## src/rtl/event_latch16.sv

```systemverilog
// Sticky 16-bit event latch with a lowest-index-first interrupt request handshake.
// Define EVENT_LATCH16_MASK_EN to add a writable mask register reset to RESET_MASK.
module event_latch16 #(
    parameter logic [15:0] RESET_MASK = 16'hFFFF
) (
    input  logic        clk,
    input  logic        rst_n,
    input  logic [15:0] ev,
    input  logic [15:0] clr,
    input  logic        mask_we,
    input  logic [15:0] mask_in,
    input  logic        irq_ack,
    output logic [15:0] pending,
    output logic        irq_req,
    output logic [3:0]  irq_id
);

    localparam logic [1:0] ST_IDLE = 2'd0;
    localparam logic [1:0] ST_REQ  = 2'd1;
    localparam logic [1:0] ST_DONE = 2'd2;

    logic [1:0]  state_q, state_d;
    logic [15:0] pending_q, pending_d;
    logic        irq_req_q, irq_req_d;
    logic [3:0]  irq_id_q, irq_id_d;
    logic [15:0] mask;
    logic [15:0] eff;
    logic [15:0] ack_clr;
    logic [3:0]  low_idx;

`ifdef EVENT_LATCH16_MASK_EN
    logic [15:0] mask_q, mask_d;

    always_comb begin
        mask_d = mask_q;
        if (mask_we) begin
            mask_d = mask_in;
        end
    end

    always_ff @(posedge clk) begin
        if (!rst_n) begin
            mask_q <= RESET_MASK;
        end else begin
            mask_q <= mask_d;
        end
    end

    assign mask = mask_q;
`else
    logic unused_cfg;
    assign unused_cfg = ^{mask_we, mask_in, RESET_MASK};
    assign mask       = 16'hFFFF;
`endif

    assign eff = pending_q & mask;

    // An acknowledge only retires the bit being requested, and only while requesting.
    always_comb begin
        ack_clr = 16'h0000;
        if (state_q == ST_REQ && irq_ack) begin
            ack_clr = 16'h0001 << irq_id_q;
        end
    end

    // Scan from the top so the lowest set index is the last one to assign.
    always_comb begin
        low_idx = 4'h0;
        for (int i = 15; i >= 0; i--) begin
            if (eff[i]) begin
                low_idx = 4'(i);
            end
        end
    end

    assign pending_d = (pending_q & ~clr & ~ack_clr) | ev;

    always_comb begin
        state_d   = state_q;
        irq_req_d = irq_req_q;
        irq_id_d  = irq_id_q;
        case (state_q)
            ST_IDLE: begin
                if (eff != 16'h0000) begin
                    state_d   = ST_REQ;
                    irq_req_d = 1'b1;
                    irq_id_d  = low_idx;
                end else begin
                    irq_req_d = 1'b0;
                end
            end
            ST_REQ: begin
                // Acknowledge outranks a software clear of the requested bit.
                if (irq_ack) begin
                    state_d   = ST_DONE;
                    irq_req_d = 1'b0;
                end else if (clr[irq_id_q] && !ev[irq_id_q]) begin
                    state_d   = ST_IDLE;
                    irq_req_d = 1'b0;
                end else begin
                    irq_req_d = 1'b1;
                end
            end
            ST_DONE: begin
                state_d   = ST_IDLE;
                irq_req_d = 1'b0;
            end
            default: begin
                state_d   = ST_IDLE;
                irq_req_d = 1'b0;
            end
        endcase
    end

    always_ff @(posedge clk) begin
        if (!rst_n) begin
            state_q   <= ST_IDLE;
            pending_q <= 16'h0000;
            irq_req_q <= 1'b0;
            irq_id_q  <= 4'h0;
        end else begin
            state_q   <= state_d;
            pending_q <= pending_d;
            irq_req_q <= irq_req_d;
            irq_id_q  <= irq_id_d;
        end
    end

    assign pending = pending_q;
    assign irq_req = irq_req_q;
    assign irq_id  = irq_id_q;

endmodule

```

## config.mk

```make
export PLATFORM = sky130hd
export DESIGN_NAME = event_latch16
export DESIGN_NICKNAME = d
export VERILOG_FILES = /design/src/rtl/event_latch16.sv
export SDC_FILE = /design/constraint.sdc
export NUM_CORES = 1
export LEC_CHECK = 0
export CAP_MARGIN = 10
export CORE_UTILIZATION = 36
export CTS_BUF_LIST = sky130_fd_sc_hd__clkbuf_8
export DETAILED_ROUTE_END_ITERATION = 6
export PLACE_DENSITY = 0.78
export RECOVER_POWER = 100
export SYNTH_ARGS = -nofsm -noshare
export SYNTH_HDL_FRONTEND = slang
export SYNTH_SLANG_ARGS = --single-unit
```

## constraint.sdc

```tcl
create_clock -name clk -period 1.8 [get_ports clk]
set_clock_uncertainty 0.15 [all_clocks]
set_input_delay 0.18 -clock clk [delete_from_list [all_inputs] [get_ports clk]]
set_output_delay 0.18 -clock clk [all_outputs]
set_load 0.1 [all_outputs]
```

==> impl_results.md <==
* Status: finished clean
* Starting DRT DRC Count at 107
* Synthesized area at 0.00135 mm^2
* Cell Area, Placed at 0.00226 mm^2
* CTS root buf: clkbuf_8
* Slew @ Worst Pin at 0.547 ns
* Global Route Usage Sum at 0.227
* Synth Area in Compound Gates at 0.329
* Die H at 63.3 um
* Post-DP HPWL at 3.33 mm
* Port Buffers at 55
* Antenna-violating nets left at 0
* Clock tree buffer depth at 2
* Largest family of logic cells by synthesized area: compound AO/OA/AOI/OAI gates
* Routed wire per std cell at 16.0 um
* Cell count after synthesis at 167
* Power per cell area at 811 mW/mm^2
* Post-synth cell types at 39
* Die X-Extent at 63.3 um
* ANT cells at 0
* Largest net degree at the start of global routing at 21
* Via Count at 1609
* Grt total ovfl at 0
* Max-cap viol count at 0
* CTS tree: yes
* Final hold violations at 0
* CTS Buf Count at 3
* CP Max Fanout at 6
* Worst Hold Class: in2reg
* Worst rel slew slack at 0.637
* CP Capture Type: flip-flop
* XOR/XNOR Fraction of Synth Area at 0
* Slew Viols, Final at 0
* Yosys Warn Count at 0
* CTS Sinks at 23
* Finish-stage setup viols at 0
* Synth Area in Simple Gates at 0.267
* # IOs at 73
* Area share of fa/ha/maj cells after synthesis at 0
* Post-route clock period utilization at 0.974
* Critical path type: reg2reg
* Layout cell share with drive strength beyond 1 at 0.235
* Commonest cells after routing, fill and taps aside: clkdlybuf4s50_1, o21a_1, a21oi_1, inv_1, buf_4
* CP required at 1.81 ns
* Die area at 0.00401 mm^2
* Routability cong. at 0.920
* Vias per std cell at 5.75
* CTS H-tree lvls at 1
* Peak supply drop at 357 uV
* Starting density of the core at 0.390
* Mux contribution to synthesized area at 0
* FILL cells at 309
* RSZ-0062 raised after global routing: false
* Post-synthesis sequential area ratio at 0.340
* Startpoint Class: flip-flop
* Top achievable clock speed at 570 MHz
* Worst-skew pair later-pin latency at 0.26 ns
* Post-route cell area at 0.00217 mm^2
* CTS clk-pin slew, worst paths at 0.09 ns
* Static Leak at 0.850 nW
* Commonest non-fill, non-tap cell in the layout: clkdlybuf4s50_1
* Final wirelength at 4.49 mm
* Drt drc at 0
* Final Critical Period at 1.75 ns
* TritonRoute pass-1 iters at 4
* Layout area overhead at 60.4%
* Antenna violations before repair at 0
* #FFs+latches synth at 23
* Num rows at 21
* First-pass GRT wire length at 7.24 mm
* Vias in the first global route at 1535
* Fin nets at 287
* CTS Hold Bufs at 0
* CORE AREA at 0.00347 mm^2
* Avg Synthesized Cell Area at 8.11 um^2
* Tot Pwr at 1.76 mW
* Syn Nets at 219
* Crit path DAT at 1.76 ns
cells by family (layout without fill, tap and decap cells):
kind of cell,after synthesis,in the layout
flops,23,23
buf+inv,22,89
simple gates,60,60
compound gates,62,62
where the power goes:
group	internal, mW	switching, mW	leakage [nW]	total [mW]
combinational	0.300	0.501	0.628	0.801
sequential	0.557	0.0757	0.197	0.633
clock	0.155	0.172	0.0255	0.327
worst max-delay path, stage by stage, from the launching register on:
cell,delay [ns]
dfxtp_4,0.35
or4_4,0.56
nand2b_4,0.17
o21a_4,0.22
a32o_1,0.20
synth_stat cells:
| library cell | number | area (um^2) |
|---|---|---|
| nand2b_4 | 1 | 13.8 |
| nand2b_1 | 9 | 56.3 |
| nor4b_1 | 1 | 8.76 |
| a211oi_1 | 6 | 45.0 |
| and3b_1 | 1 | 8.76 |
| o31a_1 | 2 | 17.5 |
| o32ai_1 | 3 | 26.3 |
| nand2_1 | 11 | 41.3 |
| clkbuf_1 | 4 | 15.0 |
| o32a_1 | 1 | 10.0 |
| a2111oi_0 | 2 | 17.5 |
| inv_2 | 1 | 3.75 |
| o22ai_1 | 1 | 6.26 |
| a31oi_1 | 1 | 6.26 |
| inv_1 | 14 | 52.6 |
| dfxtp_1 | 23 | 460 |
| nand3b_1 | 1 | 7.51 |
| nor2b_1 | 3 | 18.8 |
| a32o_1 | 2 | 20.0 |
| nor4_4 | 1 | 21.3 |
| nand4_1 | 1 | 6.26 |
| or4_4 | 1 | 11.3 |
| o21a_4 | 1 | 15.0 |
| a21oi_1 | 15 | 75.1 |
| a311oi_1 | 5 | 43.8 |
| nand3_1 | 3 | 15.0 |
| nor4bb_1 | 1 | 10.0 |
| nor3b_1 | 7 | 52.6 |
| o311ai_1 | 1 | 8.76 |
| nor3_1 | 2 | 10.0 |
| and3_1 | 2 | 12.5 |
| nor2_1 | 11 | 41.3 |
| o221ai_1 | 1 | 8.76 |
| nor4_1 | 2 | 12.5 |
| o21ai_0 | 5 | 25.0 |
| or4_1 | 1 | 7.51 |
| and2_1 | 1 | 6.26 |
| buf_2 | 3 | 15.0 |
| o21a_1 | 16 | 120 |
timing repair:
| item | in CTS | in global routing |
|---|---|---|
| resized for setup | 0 | 1 |
| setup endpoints to repair | 0 | 2 |
| hold endpoints to repair | 0 | 0 |
| setup buffers | 0 | 4 |
cell type report:
class                      instances  area (um^2)  area share
clock buffer                       3         41.3      0.0190
clock inverter                     1         5.00     0.00230
inverter                          15         56.3      0.0259
multi-input combinational        122          808       0.372
sequential                        23          488       0.225
tap                               46         57.6      0.0265
timing repair buffer              70          716       0.329
sequential cells by signal, indices dropped and copies added (netlist names):
| name | flops |
|---|---|
| irq_id | 4 |
| irq_req | 1 |
| pending | 16 |
| state_q | 2 |
routing by layer:
layer,up-vias,routed length (um),GRT usage
met1,753,1930,0.297
met2,96,2120,0.379
met3,6,401,0.0344
met5,-,0,0
met4,0,44,0.0739
li1,754,-,-
worst paths after layout:
check | start | to | slack, ns | cells after the start
setup / recovery | pending[5] | irq_req | 0.05 | 4
setup reg to reg | pending[5] | irq_req | 0.05 | 4
hold / removal | ev[14] | pending[14] | 0.38 | 2
hold reg to reg | irq_id[3] | irq_id[3] | 0.44 | 2
through the flow:
stage	std cells	utilization	TNS, ns	hold slack, ns	worst slack, ns
after floorplan	167	-	-0.0892	0.153	-0.0429
after CTS	276	0.666	0	0.384	0.00766
after detailed placement	272	0.652	-0.279	0.426	-0.0719
final	280	0.626	0	0.376	0.0468
after global routing	280	0.626	0	0.389	0.00398
after global placement	272	0.652	-0.211	0.418	-0.0584
No activity file was read; power rests on OpenSTA's default activity.
